--- config.mk ---
export PLATFORM = sky130hd
export DESIGN_NAME = ls_sequencer
export DESIGN_NICKNAME = d
export VERILOG_FILES = /design/src/rtl/ls_pkg.sv /design/src/rtl/ls_sequencer.sv
export SDC_FILE = /design/constraint.sdc
export NUM_CORES = 1
export LEC_CHECK = 0
export ABC_CLOCK_PERIOD_IN_PS = 3900
export BUFFER_PORTS_ARGS = -buffer_cell sky130_fd_sc_hd__buf_4
export CORE_ASPECT_RATIO = 0.8
export CORE_UTILIZATION = 43
export CTS_CLUSTER_DIAMETER = 30
export DETAILED_ROUTE_END_ITERATION = 6
export PLACE_DENSITY = 0.86
export RECOVER_POWER = 100
export SYNTH_ARGS = -nofsm -noshare
export SYNTH_HDL_FRONTEND = slang
export SYNTH_SLANG_ARGS = --single-unit
--- constraint.sdc ---
create_clock -name clk -period 3.9 [get_ports clk]
set_clock_uncertainty 0.05 [all_clocks]
set_input_delay 0.195 -clock clk [delete_from_list [all_inputs] [get_ports clk]]
set_output_delay 0.195 -clock clk [all_outputs]
set_load 0.1 [all_outputs]
--- src/rtl/ls_pkg.sv ---
// Shared encodings for the load/store micro-sequencer: FSM states, opcodes,
// ALU function selects and write-back source selects.
package ls_pkg;

  typedef enum logic [1:0] {
    ST_IDLE = 2'd0,
    ST_EXEC = 2'd1,
    ST_MEM  = 2'd2,
    ST_WB   = 2'd3
  } ls_state_t;

  localparam logic       OP_LW     = 1'b0;
  localparam logic       OP_SW     = 1'b1;

  localparam logic [4:0] FS_PASS_S = 5'h00;
  localparam logic [4:0] FS_ADD    = 5'h02;

  localparam logic [2:0] YSEL_ALU  = 3'd0;
  localparam logic [2:0] YSEL_DY   = 3'd3;

endpackage

--- src/rtl/ls_sequencer.sv ---
// Load/store micro-sequencer: walks the datapath through address generation,
// memory access and (for LW) register write-back for one command at a time.
//
// state | meaning
// IDLE  | waiting for a command, cmd_ready high, datapath controls parked
// EXEC  | effective address = rs + sext(imm) computed by the ALU
// MEM   | memory strobes held for MEM_CYCLES cycles
// WB    | LW only: memory read data written to rt
module ls_sequencer
  import ls_pkg::*;
#(
  parameter int MEM_CYCLES = 1
) (
  input  logic        clk,
  input  logic        reset,
  input  logic        cmd_valid,
  output logic        cmd_ready,
  input  logic        cmd_op,
  input  logic [4:0]  cmd_rs,
  input  logic [4:0]  cmd_rt,
  input  logic [15:0] cmd_imm,
  output logic        busy,
  output logic        done,
  output logic        D_En,
  output logic [4:0]  D_Addr,
  output logic [4:0]  S_Addr,
  output logic [4:0]  T_Addr,
  output logic [31:0] DT,
  output logic        T_Sel,
  output logic [4:0]  FS,
  output logic        HILO_ld,
  output logic [31:0] PC_in,
  output logic [2:0]  Y_Sel,
  output logic        dm_cs,
  output logic        dm_wr,
  output logic        dm_rd
);

  // Counter holds the number of MEM cycles still to follow the current one.
  localparam logic [3:0] MEM_LOAD = 4'(MEM_CYCLES - 1);

  ls_state_t   state, nxt_state;
  logic [3:0]  cnt, nxt_cnt;
  logic        op_q, nxt_op;
  logic [4:0]  rs_q, nxt_rs;
  logic [4:0]  rt_q, nxt_rt;
  logic [15:0] imm_q, nxt_imm;
  logic        nxt_mem, nxt_wb;

  assign cmd_ready = (state == ST_IDLE);
  assign HILO_ld   = 1'b0;
  assign PC_in     = 32'd0;

  always_comb begin
    nxt_state = state;
    nxt_cnt   = cnt;
    nxt_op    = op_q;
    nxt_rs    = rs_q;
    nxt_rt    = rt_q;
    nxt_imm   = imm_q;
    case (state)
      ST_IDLE: begin
        if (cmd_valid) begin
          nxt_state = ST_EXEC;
          nxt_op    = cmd_op;
          nxt_rs    = cmd_rs;
          nxt_rt    = cmd_rt;
          nxt_imm   = cmd_imm;
        end
      end
      ST_EXEC: begin
        nxt_state = ST_MEM;
        nxt_cnt   = MEM_LOAD;
      end
      ST_MEM: begin
        if (cnt == 4'd0) nxt_state = (op_q == OP_LW) ? ST_WB : ST_IDLE;
        else             nxt_cnt   = cnt - 4'd1;
      end
      ST_WB: nxt_state = ST_IDLE;
      default: nxt_state = ST_IDLE;
    endcase
  end

  assign nxt_mem = (nxt_state == ST_MEM);
  assign nxt_wb  = (nxt_state == ST_WB);

  // Outputs are decoded from the next state so each one is a plain flop.
  always_ff @(posedge clk) begin
    if (reset) begin
      state  <= ST_IDLE;
      cnt    <= '0;
      op_q   <= 1'b0;
      rs_q   <= '0;
      rt_q   <= '0;
      imm_q  <= '0;
      busy   <= 1'b0;
      done   <= 1'b0;
      D_En   <= 1'b0;
      D_Addr <= '0;
      S_Addr <= '0;
      T_Addr <= '0;
      DT     <= '0;
      T_Sel  <= 1'b0;
      FS     <= FS_PASS_S;
      Y_Sel  <= YSEL_ALU;
      dm_cs  <= 1'b0;
      dm_wr  <= 1'b0;
      dm_rd  <= 1'b0;
    end else begin
      state  <= nxt_state;
      cnt    <= nxt_cnt;
      op_q   <= nxt_op;
      rs_q   <= nxt_rs;
      rt_q   <= nxt_rt;
      imm_q  <= nxt_imm;
      busy   <= (nxt_state != ST_IDLE);
      S_Addr <= (nxt_state != ST_IDLE) ? nxt_rs : 5'd0;
      T_Addr <= (nxt_state != ST_IDLE) ? nxt_rt : 5'd0;
      DT     <= (nxt_state == ST_EXEC) ? {{16{nxt_imm[15]}}, nxt_imm} : 32'd0;
      T_Sel  <= (nxt_state == ST_EXEC);
      FS     <= (nxt_state == ST_IDLE) ? FS_PASS_S : FS_ADD;
      dm_cs  <= nxt_mem | nxt_wb;
      dm_rd  <= (nxt_mem & (nxt_op == OP_LW)) | nxt_wb;
      dm_wr  <= nxt_mem & (nxt_op == OP_SW);
      Y_Sel  <= nxt_wb ? YSEL_DY : YSEL_ALU;
      D_Addr <= nxt_wb ? nxt_rt : 5'd0;
      D_En   <= nxt_wb & (nxt_rt != 5'd0);
      // SW completes in its last MEM cycle, LW in WB.
      done   <= nxt_wb | (nxt_mem & (nxt_op == OP_SW) & (nxt_cnt == 4'd0));
    end
  end

endmodule

==> flow_summary.html <==
<table>
<tr><th>Metric</th><th>Value</th></tr>
<tr><th colspan="2">Status</th></tr>
<tr><td>Status</td><td>finished with violations</td></tr>
<tr><td>Violations in the final reports</td><td>DRC, capacitance limit</td></tr>
<tr><th colspan="2">STA</th></tr>
<tr><td>Min cycle time layout</td><td>2.78 ns</td></tr>
<tr><td>Worst slew margin</td><td>0.674%</td></tr>
<tr><td>Least-Margin Pin Slew</td><td>1.49 ns</td></tr>
<tr><td>Final hold violation count</td><td>0</td></tr>
<tr><td>Final critical-path share of the clock period</td><td>71.4%</td></tr>
<tr><td>Accumulated negative setup slack</td><td>0 ns</td></tr>
<tr><td>Final count of pins violating max slew</td><td>0</td></tr>
<tr><td>Endpoints failing setup</td><td>0</td></tr>
<tr><td>Max Clk Rate</td><td>0.359 GHz</td></tr>
<tr><td>Unrepaired setup endpoints after global routing</td><td>no</td></tr>
<tr><th colspan="2">Worst setup path</th></tr>
<tr><td>Critical Path Sink Type</td><td>flip-flop</td></tr>
<tr><td>Startpoint type of the worst setup path</td><td>flip-flop</td></tr>
<tr><td>Reg-to-reg critical path startpoint</td><td>dm_cs</td></tr>
<tr><td>First element of the critical path</td><td>dm_cs</td></tr>
<tr><td>Peak fanout along the critical path</td><td>27</td></tr>
<tr><td>Worst Setup EP</td><td>D_En</td></tr>
<tr><td>Reg2reg setup slack</td><td>1.12 ns</td></tr>
<tr><td>Setup CP Type</td><td>flip-flop to flip-flop</td></tr>
<tr><td>Critical Path RT</td><td>4.06 ns</td></tr>
<tr><td>Endpoint of the worst register-to-register path</td><td>D_En</td></tr>
<tr><td>Arrival @ worst endpoint</td><td>2.94 ns</td></tr>
<tr><td>Logic depth of the worst register-to-register path</td><td>6</td></tr>
<tr><th colspan="2">Layout</th></tr>
<tr><td>Number of antenna diodes</td><td>0</td></tr>
<tr><td>Layout cell share with drive strength beyond 1</td><td>14.6%</td></tr>
<tr><td>Area overhead of the layout relative to synthesis</td><td>14.8%</td></tr>
<tr><td>Final #Nets</td><td>391</td></tr>
<tr><td>Final standard cell utilization of the core</td><td>51.1%</td></tr>
<tr><th colspan="2">Min path</th></tr>
<tr><td>Hold-critical path depth</td><td>3</td></tr>
<tr><td>Path type of the worst min-delay path</td><td>input pin to flip-flop</td></tr>
<tr><th colspan="2">CTS</th></tr>
<tr><td>Total of hold buffers inserted after clock tree synthesis</td><td>0</td></tr>
<tr><td>Depth of the CTS H-tree</td><td>3</td></tr>
<tr><td>Clock insertion delay at the later pin of the skew report</td><td>0.34 ns</td></tr>
<tr><td>Clk sinks</td><td>71</td></tr>
<tr><td>Buffers inserted during post-CTS setup optimization</td><td>0</td></tr>
<tr><td>Clock Pin Slew Worst Setup and Hold Paths</td><td>0.07 ns</td></tr>
<tr><td>CTS Root Cell</td><td>clkbuf_8</td></tr>
<tr><td>Clock tree from TritonCTS</td><td>yes</td></tr>
<tr><td>Maximum count of clock buffers along a single path</td><td>2</td></tr>
<tr><td>Number of clock buffers inserted by TritonCTS</td><td>9</td></tr>
<tr><td>PostCTS Resize Cnt</td><td>0</td></tr>
<tr><th colspan="2">Floorplanning</th></tr>
<tr><td>Floorplan die height</td><td>74.6 µm</td></tr>
<tr><td>Effective utilization at floorplan</td><td>44.5%</td></tr>
<tr><td>DIE AREA</td><td>0.00693 mm²</td></tr>
<tr><td>Core area</td><td>0.00638 mm²</td></tr>
<tr><td>I/O Pins</td><td>126</td></tr>
<tr><td>FP Rows</td><td>26</td></tr>
<tr><td>Horizontal die dimension</td><td>92.8 µm</td></tr>
<tr><th colspan="2">Detailed routing</th></tr>
<tr><td>Mean number of vias per cell</td><td>4.48</td></tr>
<tr><td>Post-DR wirelength/cell</td><td>12.0 µm</td></tr>
<tr><td>Final Routed Wirelength</td><td>5.38 mm</td></tr>
<tr><td>Total vias in the final route</td><td>2004</td></tr>
<tr><td>Number of iterations in the first detailed-routing pass</td><td>6</td></tr>
<tr><td>DRT antenna net count</td><td>0</td></tr>
<tr><td>Detailed router's first-iteration violation count</td><td>58</td></tr>
<tr><td>Drt drc</td><td>1</td></tr>
<tr><th colspan="2">Placed design</th></tr>
<tr><td>Input/output buffers</td><td>87</td></tr>
<tr><td>Routability Congestion</td><td>0.875</td></tr>
<tr><td>Placed wire-length estimate after detailed placement</td><td>3.87 mm</td></tr>
<tr><th colspan="2">Global route</th></tr>
<tr><td>Combined global-route utilization of all metal layers</td><td>15.2%</td></tr>
<tr><td>Number of antenna violations at the first check in global routing</td><td>0</td></tr>
<tr><td>Number of global-route vias before repair</td><td>1725</td></tr>
<tr><td>Pin count of the biggest net entering global routing</td><td>46</td></tr>
<tr><td>First-pass GRT wire length</td><td>8.05 mm</td></tr>
<tr><td>Congestion Overflow GR</td><td>0</td></tr>
<tr><th colspan="2">Power and ir drop</th></tr>
<tr><td>VDD IR max</td><td>0.000326 V</td></tr>
<tr><td>Power Dens Cells</td><td>674 mW/mm²</td></tr>
<tr><td>Leakage</td><td>1.48 nW</td></tr>
<tr><th colspan="2">Logic synthesis</th></tr>
<tr><td>Total of flip-flops plus latches after synthesis</td><td>71</td></tr>
<tr><td>Dominant cells by area after synthesis</td><td>dfxtp_1 (50%), buf_4 (15%), mux2i_1 (9.2%)</td></tr>
<tr><td>Synthesized netlist cell count</td><td>290</td></tr>
<tr><td>Cell with the most instances after synthesis</td><td>dfxtp_1</td></tr>
<tr><td>Post-Synthesis Cell Area</td><td>0.00284 mm²</td></tr>
<tr><td>Area leader, netlist</td><td>dfxtp_1</td></tr>
<tr><td>Post-Synthesis Mean Instance Area</td><td>9.78 µm²</td></tr>
<tr><td>Count of yosys warnings during synthesis</td><td>0</td></tr>
<tr><td>Number of synthesized flops with an enable pin</td><td>0</td></tr>
<tr><td>Share of async-settable or async-resettable flops after synthesis</td><td>0%</td></tr>
<tr><td>Unique cell type count in the Yosys netlist</td><td>42</td></tr>
<tr><td>Cell types with the highest counts after synthesis</td><td>dfxtp_1 (71), buf_4 (56), nor2_1 (49)</td></tr>
<tr><td>Area share of the largest cell type after synthesis</td><td>50.1%</td></tr>
<tr><td>Main flop type after synthesis</td><td>dfxtp_1</td></tr>
<tr><td>Proportion of synthesized chip area in sequential cells</td><td>50.1%</td></tr>
<tr><th colspan="2">Job</th></tr>
<tr><td>Max_cap viols</td><td>1</td></tr>
</table>
==> routing by layer <==
metal	vias up	routed length [µm]	global-route usage, %
met5	-	0	0
met2	98	2750	26.3
met3	4	420	6.87
li1	987	-	-
met1	915	2190	17.1
met4	0	23	4.96
==> cells by family (layout without fill, tap and decap cells) <==
kind of cell | after synthesis | in the layout | share of synthesized area [%]
buf+inv | 75 | 111 | 18.1
fa+ha+maj | 3 | 3 | 1.32
mux | 26 | 26 | 9.18
compound gates | 23 | 23 | 5.78
flops | 71 | 71 | 50.1
other cells | 1 | 38 | 0.132
simple gates | 91 | 91 | 15.4
==> layout by cell type, fill, tap and decap left out, types with 2 or more instances in the layout <==
cell,synthesis,final
dfxtp_1,71,71
clkbuf_1,5,58
nor2_1,49,49
conb_1,1,38
buf_4,56,29
mux2i_1,26,26
nand2_1,11,12
nor3_1,11,11
clkbuf_8,1,11
inv_1,8,8
a21oi_1,6,7
o21ai_0,6,6
nor2_2,4,4
ha_1,3,3
bufinv_16,0,3
nand2b_1,2,2
a21boi_0,1,2
and3_1,2,2
==> worst min-delay path by stage <==
| stage | start | to |
|---|---|---|
| after detailed placement | cmd_rs[3] | rs_q[3] |
| final | cmd_rs[3] | rs_q[3] |
| after global routing | cmd_imm[8] | DT[8] |
| after global placement | cmd_imm[15] | DT[15] |
| after CTS | cmd_rs[3] | rs_q[3] |
| after floorplan | cmd_valid | op_q |
==> layout make-up <==
class                   instances  area, µm²
clock buffers                  11        151
clock inverters                 5        104
fillers                       644       3120
inverters                       8       30.0
multi-input cells             181       1010
flip-flops and latches         71       1420
well taps                      84        105
repair buffers                 87        435
==> registers in the layout (all words and copies together) (netlist names), 4 cells and up <==
signal,count
S_Addr,5
rs_q,5
T_Addr,5
imm_q,16
DT,16
rt_q,5
D_Addr,5
cnt,4
==> critical path: stages, from the launching register on <==
cell and delay [ns]:
dfxtp_1 0.39, inv_1 0.12, ha_1 0.28, nand2_1 1.08, mux2i_1 0.42, and3_1 0.22
a31oi_1 0.08
==> where the power goes <==
part           leakage [nW]  switching (mW)  internal (mW)
sequential            0.579          0.0195          0.776
combinational         0.775           0.583         0.0930
clock                 0.130           0.263          0.460
==> metrics by stage <==
stage               hold slack [ns]  cell area (µm²)  setup slack, ns  instances  total power, mW
floorplan                     0.292             2980            0.716        327             1.46
global placement              0.398             3250             1.74        431             1.52
detailed placement            0.410             3250             1.61        431             1.53
CTS                          0.0494             3510             1.59        447             2.25
global route                 0.0558             3260            0.885        447             2.28
finish                       0.0610             3260             1.12        447             2.19
Note: power is estimated with default switching activity, not from simulation.
